--- config.mk ---
export PLATFORM = sky130hd
export DESIGN_NAME = div_ctrl_flat
export DESIGN_NICKNAME = d
export VERILOG_FILES = /design/src/rtl/div_pkg.sv /design/src/rtl/div_ctrl_if.sv /design/src/rtl/div_cfg_slot.sv /design/src/rtl/div_ctrl.sv /design/src/flat_wrapper.sv
export SDC_FILE = /design/constraint.sdc
export NUM_CORES = 1
export LEC_CHECK = 0
export ABC_AREA = 1
export BUFFER_PORTS_ARGS = -buffer_cell sky130_fd_sc_hd__clkbuf_2
export CORE_MARGIN = 5
export CORE_UTILIZATION = 50
export DETAILED_ROUTE_END_ITERATION = 7
export PLACE_DENSITY = 0.73
export SYNTH_ARGS = -nofsm -noshare
export SYNTH_HDL_FRONTEND = slang
export SYNTH_SLANG_ARGS = --single-unit
--- constraint.sdc ---
create_clock -name sclk -period 3.6 [get_ports sclk]
set_input_delay 0.72 -clock sclk [delete_from_list [all_inputs] [get_ports sclk]]
set_output_delay 0.72 -clock sclk [all_outputs]
set_load 0.01 [all_outputs]
--- src/rtl/div_pkg.sv ---
// Shared types and helpers for the run-time clock divider controller.
package div_pkg;

    typedef enum logic [1:0] {IDLE, RUN, STOP} div_state_t;

    localparam int unsigned DIV_MIN_LIMIT = 2;
    localparam int unsigned DIV_ARG_W     = 64;

    // Callers zero-extend their fields, so all compares stay unsigned.
    function automatic logic div_cfg_ok(input logic [DIV_ARG_W-1:0] limit,
                                        input logic [DIV_ARG_W-1:0] high);
        return (limit >= DIV_ARG_W'(DIV_MIN_LIMIT)) && (high != '0) && (high < limit);
    endfunction

endpackage

--- src/rtl/div_ctrl_if.sv ---
// Config handshake between register logic (master) and the divider controller (slave).
interface div_ctrl_if #(
    parameter int unsigned CNT_WIDTH = 32
);
    logic                 cfg_valid;
    logic                 cfg_ready;
    logic [CNT_WIDTH-1:0] cfg_limit;
    logic [CNT_WIDTH-1:0] cfg_high;
    logic                 cfg_err;

    modport master (
        output cfg_valid, cfg_limit, cfg_high,
        input  cfg_ready, cfg_err
    );

    modport slave (
        input  cfg_valid, cfg_limit, cfg_high,
        output cfg_ready, cfg_err
    );
endinterface

--- src/rtl/div_cfg_slot.sv ---
// Config intake: handshake, validation, one-deep shadow set and the load request
// that updates the controller's active period/high-time.
module div_cfg_slot
    import div_pkg::*;
#(
    parameter int unsigned CNT_WIDTH = 32
) (
    input  logic                 sclk,
    input  logic                 rst,
    input  logic                 idle,
    input  logic                 apply,
    div_ctrl_if.slave            cfg,
    output logic                 load,
    output logic [CNT_WIDTH-1:0] load_limit,
    output logic [CNT_WIDTH-1:0] load_high
);

    logic [CNT_WIDTH-1:0] limit_n;
    logic [CNT_WIDTH-1:0] high_n;
    logic                 pend;
    logic                 err_q;
    logic                 accept;
    logic                 cfg_ok;

    assign cfg.cfg_ready = !pend && !rst;
    assign cfg.cfg_err   = err_q;
    assign accept        = cfg.cfg_valid && cfg.cfg_ready;
    assign cfg_ok        = div_cfg_ok(DIV_ARG_W'(cfg.cfg_limit), DIV_ARG_W'(cfg.cfg_high));

    // A pending set and a direct idle write never coincide: accept requires !pend.
    always_comb begin
        load       = 1'b0;
        load_limit = limit_n;
        load_high  = high_n;
        if (apply && pend) begin
            load = 1'b1;
        end else if (accept && cfg_ok && idle) begin
            load       = 1'b1;
            load_limit = cfg.cfg_limit;
            load_high  = cfg.cfg_high;
        end
    end

    always_ff @(posedge sclk) begin
        if (rst) begin
            pend    <= 1'b0;
            err_q   <= 1'b0;
            limit_n <= '0;
            high_n  <= '0;
        end else begin
            err_q <= accept && !cfg_ok;
            if (accept && cfg_ok && !idle) begin
                pend    <= 1'b1;
                limit_n <= cfg.cfg_limit;
                high_n  <= cfg.cfg_high;
            end else if (apply) begin
                pend <= 1'b0;
            end
        end
    end

endmodule

--- src/rtl/div_ctrl.sv ---
// Glitch-free run-time clock divider controller: start/stop sequencing, period counter,
// registered div_clk/tick outputs, and period-boundary config reload.
module div_ctrl
    import div_pkg::*;
#(
    parameter int unsigned CNT_WIDTH = 32,
    parameter int unsigned DEF_LIMIT = 125000000,
    parameter int unsigned DEF_HIGH  = DEF_LIMIT / 2
) (
    input  logic      sclk,
    input  logic      rst,
    input  logic      run,
    div_ctrl_if.slave cfg,
    output logic      div_clk,
    output logic      tick,
    output logic      busy
);

    div_state_t           state_q, state_d;
    logic [CNT_WIDTH-1:0] cnt_q, cnt_d;
    logic [CNT_WIDTH-1:0] limit_r, high_r;
    logic [CNT_WIDTH-1:0] load_limit, load_high;
    logic                 load;
    logic                 wrap;
    logic                 idle;
    logic                 div_clk_q, tick_q;

    assign idle    = (state_q == IDLE);
    assign wrap    = !idle && (cnt_q == limit_r - CNT_WIDTH'(1));
    assign busy    = !idle;
    assign div_clk = div_clk_q;
    assign tick    = tick_q;

    // Idle also applies a set left pending by a config taken on the final stop wrap.
    div_cfg_slot #(
        .CNT_WIDTH (CNT_WIDTH)
    ) u_cfg_slot (
        .sclk       (sclk),
        .rst        (rst),
        .idle       (idle),
        .apply      (wrap || idle),
        .cfg        (cfg),
        .load       (load),
        .load_limit (load_limit),
        .load_high  (load_high)
    );

    always_comb begin
        state_d = state_q;
        cnt_d   = cnt_q;
        unique case (state_q)
            IDLE: begin
                cnt_d = '0;
                if (run) state_d = RUN;
            end
            RUN: begin
                cnt_d = wrap ? '0 : cnt_q + CNT_WIDTH'(1);
                if (!run) state_d = STOP;
            end
            STOP: begin
                cnt_d = wrap ? '0 : cnt_q + CNT_WIDTH'(1);
                if (run) begin
                    state_d = RUN;
                end else if (wrap) begin
                    state_d = IDLE;
                end
            end
            default: begin
                state_d = IDLE;
                cnt_d   = '0;
            end
        endcase
    end

    always_ff @(posedge sclk) begin
        if (rst) begin
            state_q   <= IDLE;
            cnt_q     <= '0;
            limit_r   <= CNT_WIDTH'(DEF_LIMIT);
            high_r    <= CNT_WIDTH'(DEF_HIGH);
            div_clk_q <= 1'b0;
            tick_q    <= 1'b0;
        end else begin
            state_q   <= state_d;
            cnt_q     <= cnt_d;
            div_clk_q <= !idle && (cnt_q < high_r);
            tick_q    <= wrap;
            if (load) begin
                limit_r <= load_limit;
                high_r  <= load_high;
            end
        end
    end

endmodule
--- src/flat_wrapper.sv ---
// flat-port wrapper written by rule: the top's interface ports become plain ports
module div_ctrl_flat import div_pkg::*;
#(
    parameter int unsigned CNT_WIDTH = 32,
    parameter int unsigned DEF_LIMIT = 125000000,
    parameter int unsigned DEF_HIGH  = DEF_LIMIT / 2
)
  (sclk, rst, run, div_clk, tick, busy, cfg_cfg_valid, cfg_cfg_limit, cfg_cfg_high, cfg_cfg_ready, cfg_cfg_err);
  div_ctrl_if #(.CNT_WIDTH(CNT_WIDTH)) cfg_i ();
  input  logic sclk;
  input  logic rst;
  input  logic run;
  output logic div_clk;
  output logic tick;
  output logic busy;
  input wire logic [$bits(cfg_i.cfg_valid)-1:0] cfg_cfg_valid;
  input wire logic [$bits(cfg_i.cfg_limit)-1:0] cfg_cfg_limit;
  input wire logic [$bits(cfg_i.cfg_high)-1:0] cfg_cfg_high;
  output wire logic [$bits(cfg_i.cfg_ready)-1:0] cfg_cfg_ready;
  output wire logic [$bits(cfg_i.cfg_err)-1:0] cfg_cfg_err;
  assign cfg_i.cfg_valid = cfg_cfg_valid;
  assign cfg_i.cfg_limit = cfg_cfg_limit;
  assign cfg_i.cfg_high = cfg_cfg_high;
  assign cfg_cfg_ready = cfg_i.cfg_ready;
  assign cfg_cfg_err = cfg_i.cfg_err;
  div_ctrl #(.CNT_WIDTH(CNT_WIDTH), .DEF_LIMIT(DEF_LIMIT), .DEF_HIGH(DEF_HIGH)) u_core (.sclk(sclk), .rst(rst), .run(run), .cfg(cfg_i), .div_clk(div_clk), .tick(tick), .busy(busy));
endmodule
==> metrics.md, run 1 <==
| Metric | Value |
|---|---|
| Final hold slack | `450 ps` |
| Hold wc startpoint | `u_core.u_cfg_slot.high_n[24]$_SDFFE_PP0P_` |
| Synth Register Bits | `166` |
| Worst IR drop on VDD | `0.326 mV` |
| Total grt overflow | `0` |
| Worst min path class | `reg2reg` |
| CORE AREA | `20900 um2` |
| Setup TNS Final | `0 ps` |
| RSZ-0062 raised after global routing | `false` |
| Synth Flop Type | `dfxtp_1` |
| Die ar. | `24000 um2` |
| Worst-margin pin slew | `654 ps` |
| Crit path buffers/inverters | `1` |
| CTS resizes | `0` |
| Max stage delay on crit path | `370 ps` |
| Via count | `10000` |
| Total GRT Usage | `24.1%` |
| CP max FO | `64` |
| Final period utilization | `83.0%` |
| H-tree depth | `4` |
| Antenna diode count | `0` |
| Worst R2R Start | `u_core.limit_r[0]$_SDFFE_PP0P_` |
| Max Slew Vio Count | `0` |
| Pleak | `0.00516 uW` |
| Adder-Cell Fraction of Synth Area | `8.21%` |
| Fraction of registers with async set or reset after synthesis | `0%` |
| Initial antenna violation count | `0` |
| Max frequency | `335 MHz` |
| Clock Path Buffers | `2` |
| Root Buffer | `clkbuf_16` |
| R2r setup slk | `610 ps` |
| Clock Latency Late Sink | `440 ps` |
| Global-route wire length before repair | `47.4 mm` |
| Xor/xnor cell area share of the yosys netlist | `3.00%` |
| CTS buffer count | `17` |
| First-pass iteration count of the detailed router | `5` |
| DR DRC count | `0` |
| Setup CP Type | `reg2reg` |
| Area grow syn2layout | `10.7%` |
| Post-Synth Simple-Gate Area | `34.4%` |
| Most frequent CP cell | `nand2_1` |
| CP arrival | `3350 ps` |
| Worst Clk Skew | `8.23 ps` |
| Sequential share of the synthesized area | `31.6%` |
| Die Width | `155 um` |
| DIE HEIGHT | `155 um` |
| CTS Sinks | `166` |
| Vias/cell | `5.38` |
| Layout cells sized above 1 | `13.8%` |
| Vias in the first global route | `9100` |
| Launch point of the critical path | `u_core.limit_r[0]$_SDFFE_PP0P_` |
| Net switching fraction of the power | `35.0%` |
| Clock share of power | `34.9%` |
| Pin count of the biggest net entering global routing | `93` |
| Final WL | `28.8 mm` |
| WL/cell | `15.4 um` |
| Worst EP required | `3960 ps` |
| Synth Area in Compound Gates | `13.2%` |
| Setup crit end kind | `flip-flop` |
| Max-cap violations | `0` |
| Port Buf Inserts | `72` |
| Post-route cell area | `11600 um2` |
| Outcome | `complete, no violations` |
| Net Count, Synth | `1679` |
| Net switching power | `1900 uW` |
| Worst-path clk slew | `70 ps` |
| Syn. warnings | `0` |
| Largest family of logic cells by synthesized area | `simple AND/OR/NAND/NOR gates` |
| Hold buffers post-CTS | `0` |
| Post-synthesis mux area share | `0%` |
| Gpl congestion | `0.934` |
| CTS tree | `built` |
| Post-Syn Area | `10500 um2` |
| Syn avg cell area | `6.82 um2` |
| CP max-delay cell | `dfxtp_1` |
| Placed insts | `1835` |
| CP startpoint kind | `flip-flop` |
| Total Power | `5450 uW` |
| CP cell instances | `inv_2 -> ha_1 -> nand2_4 -> nor2_4 -> nand2_1 -> nand2_1 -> nand2_1 -> nor2_1 -> nand2_1 -> nor2_1 -> nand3_1 -> nor2_2 -> nand2_2 -> nand2_2 -> nand2_4 -> nand2_8 -> nand2_2 -> a21oi_2` |
| Non-filler instance count after layout | `1866` |
| Post-route ant nets | `0` |
| Post-DP HPWL | `21.5 mm` |
| Final Hold Fails | `0` |
| NumNets Final | `1716` |
| Num rows | `53` |
| Library cells used by synthesis | `43` |
| Mapped Cells | `1542` |
| Power Dens Cells | `468 nW/um2` |
| Combinational share of power | `25.1%` |
| Initial core utilization | `50.3%` |
| Final Critical Period | `2990 ps` |
| Post-DP Area | `11000 um2` |
| Internal Power | `3540 uW` |
| Relative slew slack | `56.4%` |
| Initial DRC Count | `1050` |
| Flop pwr share | `40.0%` |
| Post-synth EDFFs | `0` |
| IO Pins | `73` |
| Setup bufs post-CTS | `0` |
| Setup Viol. Count Final | `0` |
| Kind of cell adding the most delay to the critical path | `simple AND/OR/NAND/NOR gates` |
[final timing paths]
check | end | depth (start not counted)
hold / removal | u_core.u_cfg_slot.high_n[24]$_SDFFE_PP0P_ | 2
setup reg to reg | u_core.high_r[27]$_SDFFE_PP0P_ | 18
hold reg to reg | u_core.u_cfg_slot.high_n[24]$_SDFFE_PP0P_ | 2
setup / recovery | u_core.high_r[27]$_SDFFE_PP0P_ | 18
[synth_stat cells (all sizes together), types with 11 or more instances]
cell    number  area share, %
ha          69            8.2
a21oi      122            6.9
xnor2       14            1.2
nor3        11           0.52
nand3      136            7.7
nand2      402             15
clkbuf      43            1.5
nor4        24            1.4
xor2        22            1.8
dfxtp      166             32
o21ai      113            5.4
nand4       24            1.4
nor2       166            6.7
inv        168            6.0
nor3b       11           0.79
buf         25            1.9
[per-stage QoR]
step	utilization [%]	setup slack (ps)
floorplan	-	945
global placement	52.8	510
detailed placement	52.8	494
CTS	55.7	653
global route	55.7	386
finish	55.7	612
[cell usage in the layout (no fill, tap or decap), drive strengths merged, types with 6 or more instances in the layout]
cell type  count
clkbuf        90
o21ai        113
nand3        136
nand4         24
inv          176
nor3          11
xnor2         14
nand3b         6
a21oi        122
xor2          22
nor4          24
buf           14
ha            69
nor2         166
nor3b         11
nand2        402
dfxtp        166
[cells by family (layout without fill, tap and decap cells)]
kind of cell,Yosys count,after routing
xor+xnor,36,36
flops,166,166
buf+inv,238,287
compound gates,248,248
fa+ha+maj,69,69
simple gates,785,785
[area by class of cell]
class	instances	area, um2
Timing Repair Buffer	86	528
Sequential cell	166	3320
Tap cell	275	344
Multi-Input combinational cell	1138	6210
Clock inverter	13	163
Clock buffer	18	439
Inverter	170	638
Fill cell	2005	9250
[worst reg2reg max path: stages (launching register included)]
cell and delay (ps):
dfxtp_1 370, inv_2 90, ha_1 330, nand2_4 140, nor2_4 160, nand2_1 150, nand2_1 90, nand2_1 50
nor2_1 130, nand2_1 60, nor2_1 90, nand3_1 110, nor2_2 180, nand2_2 100, nand2_2 90, nand2_4 140
nand2_8 340, nand2_2 140, a21oi_2 160
[per-layer routing]
| metal | global-route usage, % | vias to the layer above | routed length, um |
|---|---|---|---|
| li1 | - | 5099 | - |
| met1 | 35.5 | 4577 | 13700 |
| met2 | 37.7 | 310 | 13000 |
| met3 | 3.45 | 44 | 1660 |
| met4 | 5.21 | 0 | 437 |
| met5 | 0 | - | 0 |
[state kept, by name, summed over array words and instances, names as in the netlist]
signal / flops
u_core.cnt_q: 32
u_core.high_r: 32
u_core.limit_r: 32
u_core.u_cfg_slot.high_n: 32
u_core.u_cfg_slot.limit_n: 32
u_core.state_q: 2
u_core.div_clk: 1
u_core.tick: 1
u_core.u_cfg_slot.cfg.cfg_err: 1
u_core.u_cfg_slot.pend: 1
[power by group through the flow]
stage | Combinational, uW | Clock, uW | Sequential (uW)
floorplan | 997 | 0 | 2170
global placement | 1330 | 0 | 2210
detailed placement | 1350 | 0 | 2210
CTS | 1360 | 1910 | 2170
global route | 1550 | 2000 | 2200
finish | 1370 | 1900 | 2180
No activity file was read; power rests on OpenSTA's default activity.
==> inputs of run 2 (changes only) <==
==> constraint.sdc (replaced) <==
create_clock -name sclk -period 3.1 [get_ports sclk]
set_input_delay 0.62 -clock sclk [delete_from_list [all_inputs] [get_ports sclk]]
set_output_delay 0.62 -clock sclk [all_outputs]
set_load 0.01 [all_outputs]
==> metrics.md, run 2 (synthesized netlist as in run 1, its figures left out) <==
| Metric | Value |
|---|---|
| Outcome | `complete, no violations (unchanged)` |
| Launch point of the critical path | `u_core.limit_r[2]$_SDFFE_PP0P_ (was u_core.limit_r[0]$_SDFFE_PP0P_)` |
| Layout cells sized above 1 | `14.2% (was 13.8%)` |
| CP startpoint kind | `flip-flop (unchanged)` |
| Reg2reg end | `u_core.limit_r[3]$_SDFFE_PP0P_ (was u_core.high_r[27]$_SDFFE_PP0P_)` |
| Antenna diode count | `0 (unchanged)` |
| Initial core utilization | `50.3% (unchanged)` |
| Worst Clk Skew | `12.7 ps (was 8.23 ps)` |
| Global-route wire length before repair | `47.2 mm (was 47.4 mm)` |
| DR DRC count | `0 (unchanged)` |
| WL/cell | `15.8 um (was 15.4 um)` |
| Initial DRC Count | `1036 (was 1050)` |
| DIE HEIGHT | `155 um (unchanged)` |
| CTS buffer count | `17 (unchanged)` |
| Clock Path Buffers | `2 (unchanged)` |
| CP arrival | `3070 ps (was 3350 ps)` |
| Area grow syn2layout | `11.8% (was 10.7%)` |
| Die Width | `155 um (unchanged)` |
| Setup CP Type | `reg2reg (unchanged)` |
| RSZ-0062 raised after global routing | `false (unchanged)` |
| R2r setup slk | `320 ps (was 610 ps)` |
| Worst-path clk slew | `80 ps (was 70 ps)` |
| R2R cell count | `17 (was 18)` |
| Commonest non-fill, non-tap cells in the layout | `382 x nand2_1, 166 x inv_1, 166 x dfxtp_1 (unchanged)` |
| Post-DP Area | `11100 um2 (was 11000 um2)` |
| Worst EP required | `3400 ps (was 3960 ps)` |
| Setup crit end kind | `flip-flop (unchanged)` |
| Post-DP HPWL | `21.9 mm (was 21.5 mm)` |
| Pin count of the biggest net entering global routing | `93 (unchanged)` |
| Post-route ant nets | `0 (unchanged)` |
| IO Pins | `73 (unchanged)` |
| Initial antenna violation count | `0 (unchanged)` |
| Setup bufs post-CTS | `0 (unchanged)` |
| Via count | `10100 (was 10000)` |
| CP max FO | `46 (was 64)` |
| WHS Path Cells | `3 (was 2)` |
| Max-cap violations | `0 (unchanged)` |
| Setup Viol. Count Final | `0 (unchanged)` |
| Setup TNS Final | `0 ps (unchanged)` |
| Hold buffers post-CTS | `0 (unchanged)` |
| Pleak | `0.00522 uW (was 0.00516 uW)` |
| Final Hold Fails | `0 (unchanged)` |
| Vias/cell | `5.37 (was 5.38)` |
| CP Capture Point | `u_core.limit_r[3]$_SDFFE_PP0P_ (was u_core.high_r[27]$_SDFFE_PP0P_)` |
| Worst min path class | `in2reg (was reg2reg)` |
| Worst R2R Start | `u_core.limit_r[2]$_SDFFE_PP0P_ (was u_core.limit_r[0]$_SDFFE_PP0P_)` |
| Total GRT Usage | `24.1% (about the same)` |
| Worst-margin pin slew | `626 ps (was 654 ps)` |
| Worst IR drop on VDD | `0.427 mV (was 0.326 mV)` |
| Total grt overflow | `0 (unchanged)` |
| Power Dens Cells | `546 nW/um2 (was 468 nW/um2)` |
| Vias in the first global route | `9245 (was 9100)` |
| Final period utilization | `89.5% (was 83.0%)` |
| H-tree depth | `4 (unchanged)` |
| Final WL | `29.6 mm (was 28.8 mm)` |
| Die ar. | `24000 um2 (unchanged)` |
| Num rows | `53 (unchanged)` |
| Max Slew Vio Count | `0 (unchanged)` |
| Root Buffer | `clkbuf_16 (unchanged)` |
| Max frequency | `360 MHz (was 335 MHz)` |
| Port Buf Inserts | `72 (unchanged)` |
| CTS Sinks | `166 (unchanged)` |
| CORE AREA | `20900 um2 (unchanged)` |
| Gpl congestion | `0.949 (was 0.934)` |
| Post-route cell area | `11800 um2 (was 11600 um2)` |
| CTS tree | `built (unchanged)` |
| Relative slew slack | `58.2% (was 56.4%)` |
| NumNets Final | `1725 (was 1716)` |
| Commonest non-fill, non-tap cell in the layout | `nand2_1 (unchanged)` |
| Clock Latency Late Sink | `440 ps (about the same)` |
| Util after Layout | `56.3% (was 55.7%)` |
| Final Critical Period | `2780 ps (was 2990 ps)` |
| First-pass iteration count of the detailed router | `8 (was 5)` |
-- run 2: worst max-delay path, cell delays in order, from the launching register on --
cell	delay, ps
dfxtp_1	370
nor2_1	150
nand2_1	160
nor2_4	190
nand2_2	160
nor2_4	140
nand2_1	90
nand3_1	90
nand2_1	50
nor2_1	110
nand2_1	110
nor2_2	160
nand2_2	80
nand2_2	110
nand2_8	190
buf_12	250
nand3_1	110
a21oi_1	70
-- run 2: report_power, final --
part / switching (uW) / total (uW) / internal (uW)
Sequential: 178 / 2530 / 2350
Combinational: 1110 / 1670 / 560
Clock: 986 / 2220 / 1230
Total: 2270 / 6410 / 4140
-- run 2: how the worst min path moves through the flow --
stage	from	endpoint	slack, ps
after global routing	cfg_cfg_limit[0]	u_core.u_cfg_slot.limit_n[0]$_SDFFE_PP0P_	460
after CTS	cfg_cfg_limit[0]	u_core.u_cfg_slot.limit_n[0]$_SDFFE_PP0P_	420
after global placement	u_core.u_cfg_slot.high_n[16]$_SDFFE_PP0P_	u_core.u_cfg_slot.high_n[16]$_SDFFE_PP0P_	430
after detailed placement	u_core.u_cfg_slot.high_n[10]$_SDFFE_PP0P_	u_core.u_cfg_slot.high_n[10]$_SDFFE_PP0P_	440
after floorplan	u_core.u_cfg_slot.high_n[10]$_SDFFE_PP0P_	u_core.u_cfg_slot.high_n[10]$_SDFFE_PP0P_	420
final	cfg_cfg_limit[0]	u_core.u_cfg_slot.limit_n[0]$_SDFFE_PP0P_	430
-- run 2: cell type report --
cell class / instances / area (um2)
clock buffers: 18 / 429
flip-flops and latches: 166 / 3320
inverters: 170 / 638
multi-input cells: 1140 / 6250
fillers: 1992 / 9140
clock inverters: 14 / 178
repair buffers: 93 / 593
well taps: 275 / 344
-- run 2: metrics by stage --
step / hold WS (ps) / instances / total power, uW / setup slack (ps)
floorplan: 425 / 1542 / 3670 / 545
global placement: 433 / 1842 / 4150 / 161
detailed placement: 440 / 1842 / 4170 / 158
CTS: 422 / 1874 / 6390 / 162
global route: 460 / 1876 / 6750 / 71.2
finish: 434 / 1876 / 6410 / 325
-- run 2: routing by layer --
metal  GRT usage (%)  wire, um  vias to the layer above
li1                -         -                     5116
met1            35.1     13800                     4533
met2            37.3     13300                      379
met3            3.45      1800                       54
met4            6.90       733                        0
met5               0         0                        -
-- run 2: repair_timing --
item                       CTS  global route
setup endpoints to repair    0            57
hold endpoints to repair     0             0
gates resized for setup      0             2
